==> config.mk <==
export PLATFORM = sky130hd
export DESIGN_NAME = am_tx_sample_scheduler
export DESIGN_NICKNAME = d
export VERILOG_FILES = /design/src/rtl/am_tx_sample_scheduler.sv
export SDC_FILE = /design/constraint.sdc
export NUM_CORES = 1
export LEC_CHECK = 0
export ABC_AREA = 1
export CORE_UTILIZATION = 55
export DETAILED_ROUTE_END_ITERATION = 8
export DONT_BUFFER_PORTS = 1
export GPL_TIMING_DRIVEN = 0
export HOLD_SLACK_MARGIN = 0.12
export PLACE_DENSITY = 0.7
export SLEW_MARGIN = 5
export SYNTH_ARGS = -nofsm -noshare
export SYNTH_HDL_FRONTEND = slang
export SYNTH_SLANG_ARGS = --single-unit
==> constraint.sdc <==
create_clock -name clk -period 3.85 [get_ports clk]
set_input_delay 0.385 -clock clk [delete_from_list [all_inputs] [get_ports clk]]
set_output_delay 0.385 -clock clk [all_outputs]
set_load 0.005 [all_outputs]
==> src/rtl/am_tx_sample_scheduler.sv <==
// am_tx_sample_scheduler
//
// Sequences the AM transmitter datapath. Audio bytes from the upstream
// source are buffered in a small FIFO. Once the FIFO holds enough bytes the
// scheduler releases one byte per sample period to the modulator. It also
// owns the carrier NCO phase increment and applies retunes only on sample
// boundaries, so a frequency change never lands in the middle of a sample.
//
// Ports:
//   clk            system clock
//   reset          synchronous, active-high reset
//   enable         transmit enable; low forces IDLE (FIFO contents are kept)
//   in_data        unsigned audio byte from upstream
//   in_valid       in_data valid
//   in_ready       FIFO not full (combinational)
//   cfg_freq_word  new carrier phase increment
//   cfg_freq_we    one-cycle write strobe for cfg_freq_word
//   signal         registered byte to the modulator
//   sample_strobe  one-cycle pulse when signal takes a new sample
//   phase_inc      registered NCO phase increment
//   state          0=IDLE 1=PRIME 2=RUN
//   fifo_level     current FIFO occupancy
//   underrun_cnt   saturating count of sample periods with an empty FIFO
module am_tx_sample_scheduler #(
   parameter int          SAMPLE_DIV  = 2000,
   parameter int          FIFO_AW     = 4,
   parameter int          PRIME_LEVEL = 8,
   parameter logic [31:0] DEFAULT_INC = 32'h0A3D70A4,
   parameter logic [7:0]  SILENCE     = 8'h80
) (
   input  logic               clk,
   input  logic               reset,
   input  logic               enable,
   input  logic [7:0]         in_data,
   input  logic               in_valid,
   output logic               in_ready,
   input  logic [31:0]        cfg_freq_word,
   input  logic               cfg_freq_we,
   output logic [7:0]         signal,
   output logic               sample_strobe,
   output logic [31:0]        phase_inc,
   output logic [1:0]         state,
   output logic [FIFO_AW:0]   fifo_level,
   output logic [15:0]        underrun_cnt
);

   localparam int DEPTH = 2 ** FIFO_AW;
   localparam int DIV_W = $clog2(SAMPLE_DIV);

   localparam logic [DIV_W-1:0] DIV_LAST  = DIV_W'(SAMPLE_DIV - 1);
   localparam logic [FIFO_AW:0] PRIME_LVL = (FIFO_AW + 1)'(PRIME_LEVEL);
   localparam logic [FIFO_AW:0] FULL_LVL  = (FIFO_AW + 1)'(DEPTH);

   typedef enum logic [1:0] {
      S_IDLE  = 2'd0,
      S_PRIME = 2'd1,
      S_RUN   = 2'd2
   } state_t;

   state_t               fsm_state;
   logic [DIV_W-1:0]     divider;
   logic [DIV_W-1:0]     div_next;
   logic                 tick;

   logic [7:0]           fifo_mem [DEPTH];
   logic [FIFO_AW-1:0]   wr_ptr;
   logic [FIFO_AW-1:0]   rd_ptr;
   logic                 push;
   logic                 pop;

   logic                 pending;
   logic [31:0]          pending_word;

   // Handshake and sample-boundary decode. The divider is held at zero in
   // IDLE, so tick can only fire in PRIME or RUN. A pop uses the registered
   // occupancy, which is what keeps a byte pushed this cycle out of reach
   // until the next one.
   always_comb begin
      in_ready = (fifo_level != FULL_LVL);
      push     = in_valid && in_ready;
      tick     = (fsm_state != S_IDLE) && (divider == DIV_LAST);
      div_next = tick ? '0 : divider + 1'b1;
      pop      = enable && (fsm_state == S_RUN) && tick && (fifo_level != '0);
      state    = fsm_state;
   end

   // FIFO storage. The data array needs no reset; validity is tracked by the
   // pointers and the occupancy counter.
   always_ff @(posedge clk) begin
      if (push) begin
         fifo_mem[wr_ptr] <= in_data;
      end
   end

   // FIFO pointers and occupancy. A simultaneous push and pop leaves the
   // level unchanged. Reset throws away anything buffered.
   always_ff @(posedge clk) begin
      if (reset) begin
         wr_ptr     <= '0;
         rd_ptr     <= '0;
         fifo_level <= '0;
      end else begin
         if (push) begin
            wr_ptr <= wr_ptr + 1'b1;
         end
         if (pop) begin
            rd_ptr <= rd_ptr + 1'b1;
         end
         case ({push, pop})
            2'b10:   fifo_level <= fifo_level + 1'b1;
            2'b01:   fifo_level <= fifo_level - 1'b1;
            default: fifo_level <= fifo_level;
         endcase
      end
   end

   // Transmit sequencer. Dropping enable wins over everything and parks the
   // output at midscale. In RUN every tick produces a strobe: either the next
   // buffered byte or, when the FIFO has run dry, silence plus an underrun
   // count and a return to PRIME so the buffer can refill before resuming.
   always_ff @(posedge clk) begin
      if (reset) begin
         fsm_state     <= S_IDLE;
         divider       <= '0;
         signal        <= SILENCE;
         sample_strobe <= 1'b0;
         underrun_cnt  <= '0;
      end else if (!enable) begin
         fsm_state     <= S_IDLE;
         divider       <= '0;
         signal        <= SILENCE;
         sample_strobe <= 1'b0;
      end else begin
         sample_strobe <= 1'b0;
         case (fsm_state)
            S_IDLE: begin
               fsm_state <= S_PRIME;
               divider   <= '0;
            end
            S_PRIME: begin
               divider <= div_next;
               if (fifo_level >= PRIME_LVL) begin
                  fsm_state <= S_RUN;
               end
            end
            S_RUN: begin
               divider <= div_next;
               if (tick) begin
                  sample_strobe <= 1'b1;
                  if (fifo_level != '0) begin
                     signal <= fifo_mem[rd_ptr];
                  end else begin
                     signal    <= SILENCE;
                     fsm_state <= S_PRIME;
                     if (underrun_cnt != 16'hFFFF) begin
                        underrun_cnt <= underrun_cnt + 16'd1;
                     end
                  end
               end
            end
            default: begin
               fsm_state <= S_IDLE;
               divider   <= '0;
            end
         endcase
      end
   end

   // Carrier retune. Writes land in a pending register (last write wins) and
   // are moved into phase_inc on the next sample boundary. A write in the
   // same cycle as a tick bypasses the pending register so it takes effect
   // at that boundary. With no sample clock running (IDLE) a pending word is
   // applied on the following cycle instead of waiting for a tick.
   always_ff @(posedge clk) begin
      if (reset) begin
         phase_inc    <= DEFAULT_INC;
         pending      <= 1'b0;
         pending_word <= '0;
      end else if (tick && (cfg_freq_we || pending)) begin
         phase_inc <= cfg_freq_we ? cfg_freq_word : pending_word;
         pending   <= 1'b0;
      end else begin
         if ((fsm_state == S_IDLE) && pending) begin
            phase_inc <= pending_word;
            pending   <= 1'b0;
         end
         if (cfg_freq_we) begin
            pending_word <= cfg_freq_word;
            pending      <= 1'b1;
         end
      end
   end

endmodule

==> results by group, run 1 <==
Logic synthesis
  • Seq/Total Area, Yosys: 0.577
  • Mapped Area: 10800 um2
  • Number of flops mapped to enable cells by yosys: 128
  • Post-synthesis register bit count: 248
  • Primary FF master, synth: edfxtp_1
  • Synth warnings: 0
  • Syn Nets: 1161
  • Synth area leaders: edfxtp_1, dfxtp_1, nor2_1
  • Synth area leader: edfxtp_1
  • Avg Cell Area, Syn: 9.82 um2
  • Share of the synthesized area in the top cell type: 0.355
  • Async S/R FF share, synth: 0
  • Netlist cell types: 43
  • Gate count after technology mapping: 1103

Clocking
  • Clock buffer depth: 3
  • CTS tree: built
  • Clk Latency, worst-skew pair: 540 ps
  • CTS root buf: clkbuf_16
  • # resized after CTS: 0
  • H-Tree Depth: 1
  • CTS sink cnt: 248
  • Total CTS buffers: 27
  • Clock slew at the register clock pins of the worst setup and hold paths: 60 ps

Worst setup path
  • Worst path cell trace: inv_1 > ha_1 > inv_2 > nand2_1 > nor2_4 > nand3_4 > nor2_4 > ha_1 > xor2_1 > ha_1 > inv_1 > nand2_2 > nand2_1 > nand4_1 > nand3_1 > nand2_1 > inv_1
  • Critical path's largest stage delay: 400 ps
  • Worst EP arrival: 3200 ps
  • Worst EP required: 4290 ps
  • Crit. End Element: flip-flop
  • Worst setup SP type: flip-flop
  • R2r setup slk: 1080 ps
  • Critical-path top delay cell: dfxtp_1
  • Worst-path fanout max: 8
  • RR Endpoint: fifo_level[4]
  • RR Startpoint: state[0]
  • Critical Setup Path Class: reg2reg
  • R2r worst-path depth: 17

Global routing
  • Initial antenna violation count: 1
  • Tot GR Track Use: 0.274
  • Largest net degree at the start of global routing: 17
  • Global-route wire length before repair: 42.5 mm
  • GR Overflow Total: 0
  • Vias in the first global route: 7787

STA
  • Min Tclk post-route: 2770 ps
  • FMAX: 362 MHz
  • Final Hold Fails: 0
  • Unrepaired setup endpoints after global routing: false
  • Final-report max-slew violation count: 0
  • Finish-stage setup viols: 0
  • Worst slew pin tran: 968 ps
  • Final worst slack: 1080 ps
  • Final Hold Slack: 152 ps
  • Max-slew headroom: 0.352
  • Setup TNS: 0 ps
  • Clk_skew: 12.9 ps
  • Period utilization: 0.718

Final layout
  • Post-route insts no fill: 1423
  • Most common cell after layout, fill and taps aside: nor2_1
  • Fillers: 1517
  • Layout area overhead: 13.7%
  • # nets final: 1199
  • Layout cells sized above 1: 0.123
  • Most frequent cells in the layout: nor2_1, nand2_1, edfxtp_1

Place
  • Dpl hpwl: 18.3 mm
  • Post-Place Setup Slack: 1130 ps
  • Placed instance count: 1363
  • Port bufs: 0
  • Final GP Congestion: 0.822

Power
  • Pwr dens: 507 nW/um2
  • Leakage power: 4.44 nW
  • Max rail drop VDD: 0.379 mV

Routing
  • Antenna viol nets, final: 0
  • Routed Wire Length: 27.3 mm
  • WL per Instance: 19.2 um
  • Drt drc: 0
  • DRT Pass-1 Iters: 6
  • Initial drt markers: 720
  • DR vias: 8343
  • Vias per cell: 5.86

Worst hold path
  • Hold_sp: cfg_freq_word[27]
  • Hold/Removal Path Class: in2reg
  • WHS Path Cells: 2
  • Hold Path Sink: phase_inc[27]

Floorplanning
  • Die W: 142 um
  • Core Region: 19000 um2
  • Row Count: 50
  • DIE HEIGHT: 142 um
  • Starting Density: 0.569
  • Io pins: 110
  • Die area: 20300 um2

Outcome
  • Status: completed

Flow run
  • Maxcap violations: 0
-- worst max-delay path: cells and delay by family, from the launching register on --
family	cells	cell delay, ps
xor+xnor	1	210
simple gates	9	1010
buf+inv	4	260
fa+ha+maj	3	780
flops	1	400
-- synthesized netlist by cell type, types with 6 or more instances --
library cell and count:
buf_6 9, xor2_1 7, nand2_1 130, nor3_1 12
inv_2 8, o2111ai_1 13, nor2_1 208, inv_1 67
nand3_1 17, nand2_2 9, a21oi_1 52, edfxtp_1 128
nand4_1 8, buf_2 18, o211ai_1 13, o21ai_1 17
ha_1 13, o32ai_1 19, o21ai_0 105, nand3_2 6
a211oi_2 30, dfxtp_1 120, a211oi_1 6, mux2i_1 17
clkbuf_1 29
-- how the worst max path moves through the flow --
stage | start | end | slack, ps | cells past startpoint
global route | state[0] | fifo_level[4] | 800 | 18
global placement | state[0] | fifo_level[4] | 1180 | 17
finish | state[0] | fifo_level[4] | 1080 | 17
CTS | state[0] | fifo_level[4] | 1090 | 17
floorplan | state[0] | fifo_level[4] | 1550 | 17
detailed placement | state[0] | fifo_level[4] | 1130 | 17
-- sequential cells by signal, summed over array words and instances (netlist names), named ones only --
signal and count:
divider 11, fifo_level 5, fifo_mem 128, pending 1, pending_word 32, phase_inc 32, rd_ptr 4, sample_strobe 1
signal 8, state 2, underrun_cnt 16, wr_ptr 4
-- timing repair --
item	in CTS	in global routing
hold endpoints to repair	130	0
hold buffers	9	0
setup buffers	0	0
-- routing by layer --
layer  global-route usage  wire length [um]  part of all wire
met5                    0                 0                 0
met4               0.0962               703             0.026
met3               0.0505              2270             0.083
met2                0.436             12700              0.47
met1                0.377             11600              0.42
-- kinds of logic after synthesis --
family,Yosys count,synth area share
AO/OA/AOI/OAI,267,0.162
XOR/XNOR,11,0.00890
adder cells (fa/ha/maj),13,0.0150
buffers and inverters,137,0.0562
flip-flops,248,0.577
multiplexers,17,0.0157
AND/OR/NAND/NOR,410,0.165
-- cell type report --
type | instances | area (um2) | share of cell area
Clock buffer | 30 | 718 | 0.0583
Timing Repair Buffer | 9 | 90.1 | 0.00732
Multi-Input combinational cell | 718 | 3980 | 0.323
Buffer | 59 | 313 | 0.0254
Sequential cell | 248 | 6250 | 0.507
Inverter | 78 | 295 | 0.0240
Tap cell | 260 | 325 | 0.0264
Antenna cell | 1 | 2.50 | 0.000203
Clock inverter | 20 | 348 | 0.0282
-- where the power goes --
part	switching [mW]	leakage [nW]	total, mW	internal, mW
clock	1.09	0.514	3.04	1.96
combinational	0.210	1.79	0.308	0.0985
sequential	0.0472	2.14	2.89	2.85
-- per-stage QoR --
| step | power, mW | util | instance area [um2] |
|---|---|---|---|
| 2_1_floorplan | 3.15 | - | 10800 |
| 3_3_place_gp | 3.22 | 0.587 | 11200 |
| 3_5_place_dp | 3.23 | 0.587 | 11200 |
| 4_1_cts | 6.25 | 0.647 | 12300 |
| 5_1_grt | 6.39 | 0.647 | 12300 |
| 6_report | 6.25 | 0.647 | 12300 |
Note: power is estimated with default switching activity, not from simulation.
==> run 2: changes to the inputs <==
--- a/config.mk
+++ b/config.mk
@@ -5,13 +5,13 @@
 export SDC_FILE = /design/constraint.sdc
 export NUM_CORES = 1
 export LEC_CHECK = 0
-export ABC_AREA = 1
+export ABC_AREA = 0
 export CORE_UTILIZATION = 55
 export DETAILED_ROUTE_END_ITERATION = 8
 export DONT_BUFFER_PORTS = 1
 export GPL_TIMING_DRIVEN = 0
 export HOLD_SLACK_MARGIN = 0.12
-export PLACE_DENSITY = 0.7
+export PLACE_DENSITY = 0.73
 export SLEW_MARGIN = 5
 export SYNTH_ARGS = -nofsm -noshare
 export SYNTH_HDL_FRONTEND = slang
==> constraint.sdc (replaced) <==
create_clock -name clk -period 2.2 [get_ports clk]
set_input_delay 0.22 -clock clk [delete_from_list [all_inputs] [get_ports clk]]
set_output_delay 0.22 -clock clk [all_outputs]
set_load 0.005 [all_outputs]
==> results by group, run 2 <==
Clocking
  • Total CTS buffers: 26
  • Clock buffer depth: 3
  • CTS sink cnt: 248
  • CTS root buf: clkbuf_16
  • CTS tree: built
  • H-Tree Depth: 1
  • Clk Latency, worst-skew pair: 520 ps
  • Clock slew at the register clock pins of the worst setup and hold paths: 60 ps

STA
  • Unrepaired setup endpoints after global routing: true
  • Max-slew headroom: 0.434
  • Final worst slack: -865 ps
  • Final-report max-slew violation count: 0
  • Worst slew pin tran: 849 ps
  • Final Hold Fails: 0
  • Period utilization: 1.39
  • Min Tclk post-route: 3060 ps
  • Clk_skew: 10.3 ps
  • FMAX: 326 MHz
  • Finish-stage setup viols: 195

Floorplanning
  • Die area: 19400 um2
  • Starting Density: 0.569
  • Io pins: 110
  • Row Count: 49
  • DIE HEIGHT: 139 um
  • Die W: 139 um
  • Core Region: 18200 um2

Final layout
  • # nets final: 1025
  • Layout area overhead: 21.7%
  • Reg with most FFs: fifo_mem
  • Fillers: 1281
  • Max FFs per register: 128
  • Most common cell after layout, fill and taps aside: nand2_1
  • Reg area: 6250 um2
  • Regs by FF count: fifo_mem: 128 flops, pending_word: 32 flops, phase_inc: 32 flops
  • # diodes: 0
  • Multi-input gate area: 4210 um2
  • Post-route insts no fill: 1216
  • Most frequent cells in the layout: nand2_1, edfxtp_1, dfxtp_1
  • Layout cells sized above 1: 0.182

Place
  • Final GP Congestion: 0.805
  • Post-Place Setup Slack: -1200 ps
  • Placed instance count: 1109
  • Port bufs: 0
  • Dpl hpwl: 15.4 mm

Outcome
  • Status: finished with violations
  • Failing checks: negative setup slack

Worst setup path
  • Critical Setup Path Class: reg2reg
  • Most used cell along the critical path: ha_4
  • WP buf/inv: 3
  • Critical path's largest stage delay: 530 ps
  • Crit. End Element: flip-flop
  • Worst EP required: 2610 ps
  • Worst EP arrival: 3470 ps
  • Critical-path top delay cell: or4b_4
  • CP delay by family, top: simple AND/OR/NAND/NOR gates
  • Worst path cell trace: inv_2 > ha_4 > or4b_4 > nor4_4 > and2_4 > ha_4 > buf_8 > xor2_2 > ha_4 > buf_6 > a311oi_2 > a211oi_1 > mux2_4 > mux2_4
  • Worst-path fanout max: 5
  • Worst setup SP type: flip-flop

Routing
  • Antenna viol nets, final: 0
  • Vias per cell: 5.90
  • WL per Instance: 19.7 um
  • DR vias: 7169
  • DRT Pass-1 Iters: 4
  • Initial drt markers: 411
  • Routed Wire Length: 24.0 mm
  • Drt drc: 0

Logic synthesis
  • Synth warnings: 0
  • Avg Cell Area, Syn: 11.8 um2
  • Most frequent cell after synthesis: nand2_1
  • Number of flops mapped to enable cells by yosys: 128
  • Synth area leader: edfxtp_1
  • Syn Nets: 938
  • Primary FF master, synth: edfxtp_1
  • Mapped Area: 10400 um2
  • Gate count after technology mapping: 880
  • Async S/R FF share, synth: 0
  • Seq/Total Area, Yosys: 0.602
  • Most instantiated cells after synthesis: nand2_1, edfxtp_1, dfxtp_1
  • Post-synthesis register bit count: 248
  • Netlist cell types: 49
  • Share of the synthesized area in the top cell type: 0.371
  • Synth area leaders: edfxtp_1, dfxtp_1, mux4_2

Power
  • Clock network fraction of design power: 0.452
  • Switching share of total power: 0.216
  • Sequential power share: 0.490
  • Sw Pwr: 2.21 mW
  • Logic pwr share: 0.058
  • Pwr dens: 814 nW/um2
  • Max rail drop VDD: 0.558 mV
  • Leakage power: 4.29 nW
  • P_int: 8.05 mW

Global routing
  • Tot GR Track Use: 0.246
  • Initial antenna violation count: 0
  • GR Overflow Total: 0
  • Largest net degree at the start of global routing: 17
  • Global-route wire length before repair: 37.3 mm
  • Vias in the first global route: 7116

Flow run
  • Maxcap violations: 0

Worst hold path
  • Hold/Removal Path Class: in2reg
run 2: cell count changes after synthesis, moves of 14 or more:
cell	change
inv_1	-55
mux4_2	+32
o21ai_1	-17
o32ai_1	-19
and3_1	+23
mux2i_1	+25
buf_2	-18
nor2_1	-145
a21oi_1	+14
a211oi_1	+16
nand2_1	+16
o21ai_0	-87
a211oi_2	-30
run 2: metrics by stage:
stage | total power [mW] | setup TNS [ps] | hold slack [ps] | utilization | area (um2)
4_1_cts | 10.3 | -52250 | 126 | 0.682 | 12400
5_1_grt | 10.5 | -66750 | 193 | 0.693 | 12600
6_report | 10.3 | -39300 | 186 | 0.693 | 12600
3_3_place_gp | 5.55 | -135280 | 320 | 0.593 | 10800
3_5_place_dp | 5.57 | -138480 | 320 | 0.593 | 10800
2_1_floorplan | 5.44 | -17130 | 319 | - | 10500
run 2: power groups by stage:
| stage | Combinational (mW) | Clock (mW) | Sequential (mW) |
|---|---|---|---|
| global route | 0.655 | 4.85 | 5.04 |
| finish | 0.595 | 4.64 | 5.03 |
| global placement | 0.426 | 0 | 5.13 |
| floorplan | 0.332 | 0 | 5.11 |
| CTS | 0.574 | 4.67 | 5.03 |
| detailed placement | 0.436 | 0 | 5.13 |
run 2: final cells by class:
type,instances,share of cell area
well taps,229,0.0227
clock buffers,35,0.0593
clock inverters,13,0.0139
repair buffers,62,0.0476
multi-input cells,564,0.333
plain buffers,53,0.0240
flip-flops and latches,248,0.496
inverters,12,0.00357
run 2: path summary, 6_finish.rpt:
check             start             to  slack [ps]  depth (start not counted)
max            state[0]  fifo_level[4]        -860                         14
min            in_valid  fifo_level[2]         190                          3
max reg2reg    state[0]  fifo_level[4]        -860                         14
min reg2reg  divider[0]     divider[0]         440                          1
run 2: what timing repair did:
action,4_1_cts,5_1_grt
buffers inserted,13,6
endpoints found under the setup margin,241,242
endpoints found under the hold margin,198,0
hold buffers,43,0
pin swaps,14,16
resized for setup,50,41
run 2: layer usage:
layer / share of wire / GRT usage / wire length (um)
met5: 0 / 0 / 0
met4: 0.030 / 0.0947 / 716
met3: 0.063 / 0.0513 / 1500
met2: 0.49 / 0.415 / 11700
met1: 0.42 / 0.313 / 10100
run 2: worst register-to-register path: cells and delay by family (launching register included):
family / cells / cell delay [ps]
DFF: 1 / 360
muxes: 2 / 560
adders and majority gates: 3 / 480
AOI/OAI and AO/OA: 2 / 320
and+or+nand+nor: 3 / 890
buffers and inverters: 3 / 280
xor gates and xnor gates: 1 / 60
run 2: cells by family (layout without fill, tap and decap cells):
group,Yosys count,after routing,synth area share
buf+inv,68,175,0.0251
fa+ha+maj,13,13,0.0157
simple gates,308,308,0.136
mux,86,86,0.123
compound gates,135,135,0.0788
xor+xnor,22,22,0.0186
flops,248,248,0.602
==> run 3: changes to the inputs <==
--- a/config.mk
+++ b/config.mk
@@ -6,6 +6,8 @@
 export NUM_CORES = 1
 export LEC_CHECK = 0
 export ABC_AREA = 0
+export CAP_MARGIN = 25
+export CORE_MARGIN = 3
 export CORE_UTILIZATION = 55
 export DETAILED_ROUTE_END_ITERATION = 8
 export DONT_BUFFER_PORTS = 1
==> results by group, run 3 (synthesized netlist as in run 2, its figures left out) <==
Outcome
  • Status: finished with violations
  • Failing checks: negative setup slack

Worst setup path
  • CP endpoint: fifo_level[4]
  • Critical path's largest stage delay: 560 ps
  • RR Endpoint: fifo_level[4]
  • Worst path cell trace: inv_4 > ha_4 > or4b_4 > nor4_4 > and2_4 > ha_4 > buf_8 > xor2_4 > ha_4 > a21boi_2 > a311oi_2 > a211oi_2 > mux2_4 > mux2_2
  • R2r worst-path depth: 14
  • Crit. End Element: flip-flop
  • R2r setup slk: -910 ps
  • Worst setup SP type: flip-flop
  • CP startpoint: state[1]
  • Critical Setup Path Class: reg2reg
  • Critical-path top delay cell: or4b_4
  • Worst EP required: 2600 ps
  • Worst EP arrival: 3510 ps
  • Most used cell along the critical path: ha_4
  • RR Startpoint: state[1]
  • Worst-path fanout max: 4

Worst hold path
  • WHS Path Cells: 3
  • Hold/Removal Path Class: in2reg

Floorplanning
  • Row Count: 49
  • Die area: 20500 um2
  • Core Region: 18300 um2
  • Starting Density: 0.568
  • Io pins: 110
  • Die W: 143 um
  • DIE HEIGHT: 143 um

Routing
  • Initial drt markers: 503
  • DRT Pass-1 Iters: 5
  • Routed Wire Length: 24.2 mm
  • WL per Instance: 20.0 um
  • Antenna viol nets, final: 0
  • Drt drc: 0
  • Vias per cell: 5.85
  • DR vias: 7095

STA
  • Max-slew headroom: 0.407
  • Unrepaired setup endpoints after global routing: true
  • Setup TNS: -58530 ps
  • Final Hold Fails: 0
  • FMAX: 322 MHz
  • Final-report max-slew violation count: 0
  • Period utilization: 1.41
  • Clk_skew: 6.32 ps
  • Finish-stage setup viols: 112
  • Final worst slack: -907 ps
  • Min Tclk post-route: 3110 ps
  • Worst slew pin tran: 890 ps

Clocking
  • CTS root buf: clkbuf_16
  • CTS tree: built
  • Total CTS buffers: 25
  • Clk Latency, worst-skew pair: 510 ps
  • Clock slew at the register clock pins of the worst setup and hold paths: 60 ps
  • CTS sink cnt: 248
  • H-Tree Depth: 1
  • Clock buffer depth: 3

Final layout
  • Regs by FF count: fifo_mem: 128 flops, pending_word: 32 flops, phase_inc: 32 flops
  • # diodes: 0
  • Layout cells sized above 1: 0.187
  • Max FFs per register: 128
  • # nets final: 1025
  • Reg with most FFs: fifo_mem
  • Layout area overhead: 20.6%
  • Most frequent cells in the layout: nand2_1, edfxtp_1, dfxtp_1
  • Most common cell after layout, fill and taps aside: nand2_1

Global routing
  • GR Overflow Total: 0
  • Largest net degree at the start of global routing: 17
  • Vias in the first global route: 7183
  • Initial antenna violation count: 0
  • Tot GR Track Use: 0.234
  • Global-route wire length before repair: 38.0 mm

Place
  • Final GP Congestion: 0.810
  • Post-Place Setup Slack: -1270 ps
  • Dpl hpwl: 15.7 mm
  • Port bufs: 0

Power
  • Tot Pwr: 9.56 mW
  • Leakage power: 4.24 nW
  • Pwr dens: 764 nW/um2
  • Max rail drop VDD: 0.601 mV

Flow run
  • Maxcap violations: 0
run 3: critical path, delay by kind of cell (launching register included):
kind	cells	cell delay (ps)
and+or+nand+nor	3	930
muxes	2	530
adders and majority gates	3	470
DFF	1	380
AOI/OAI and AO/OA	3	360
xor gates and xnor gates	1	170
buffers and inverters	2	150
run 3: layout make-up:
cell class | instances | area, um2
Sequential cell | 248 | 6250
Timing Repair Buffer | 62 | 602
Tap cell | 229 | 287
Multi-Input combinational cell | 564 | 4240
Clock buffer | 40 | 732
Fill cell | 1313 | 5760
Buffer | 54 | 320
Clock inverter | 4 | 23.8
Inverter | 12 | 50.0
run 3: worst min-delay path by stage:
| stage | startpoint | endpoint | slack, ps |
|---|---|---|---|
| 6_report | in_valid | fifo_level[2] | 140 |
| 5_1_grt | reset | fifo_level[2] | 140 |
| 4_1_cts | reset | fifo_level[2] | 120 |
| 3_5_place_dp | in_data[0] | fifo_mem[10][0] | 320 |
| 3_3_place_gp | in_data[0] | fifo_mem[10][0] | 320 |
| 2_1_floorplan | in_data[0] | fifo_mem[0][0] | 320 |
run 3: layer usage:
layer  vias to the layer above  global-route usage  wire length [um]
li1                       3399                   -                 -
met1                      3462               0.304              9960
met2                       212               0.407             12300
met3                        22              0.0549              1600
met4                         0              0.0456               337
met5                         -                   0                 0
run 3: stage by stage:
stage | instances | util | cell area, um2 | hold slack [ps]
after detailed placement | 1109 | 0.591 | 10800 | 320
after global routing | 1213 | 0.685 | 12500 | 140
final | 1213 | 0.685 | 12500 | 141
after global placement | 1109 | 0.591 | 10800 | 320
after CTS | 1213 | 0.675 | 12300 | 124
after floorplan | 880 | - | 10500 | 319
run 3: power by group:
part	internal (mW)	switching, mW
Clock	2.27	1.66
Combinational	0.244	0.360
Sequential	4.96	0.0727
run 3: repair_timing:
action	4_1_cts	5_1_grt
pin swaps	30	18
hold endpoints to repair	198	0
gates cloned	0	0
hold buffers	42	0
setup endpoints to repair	241	245
buffers inserted	18	2
gates resized for setup	57	51
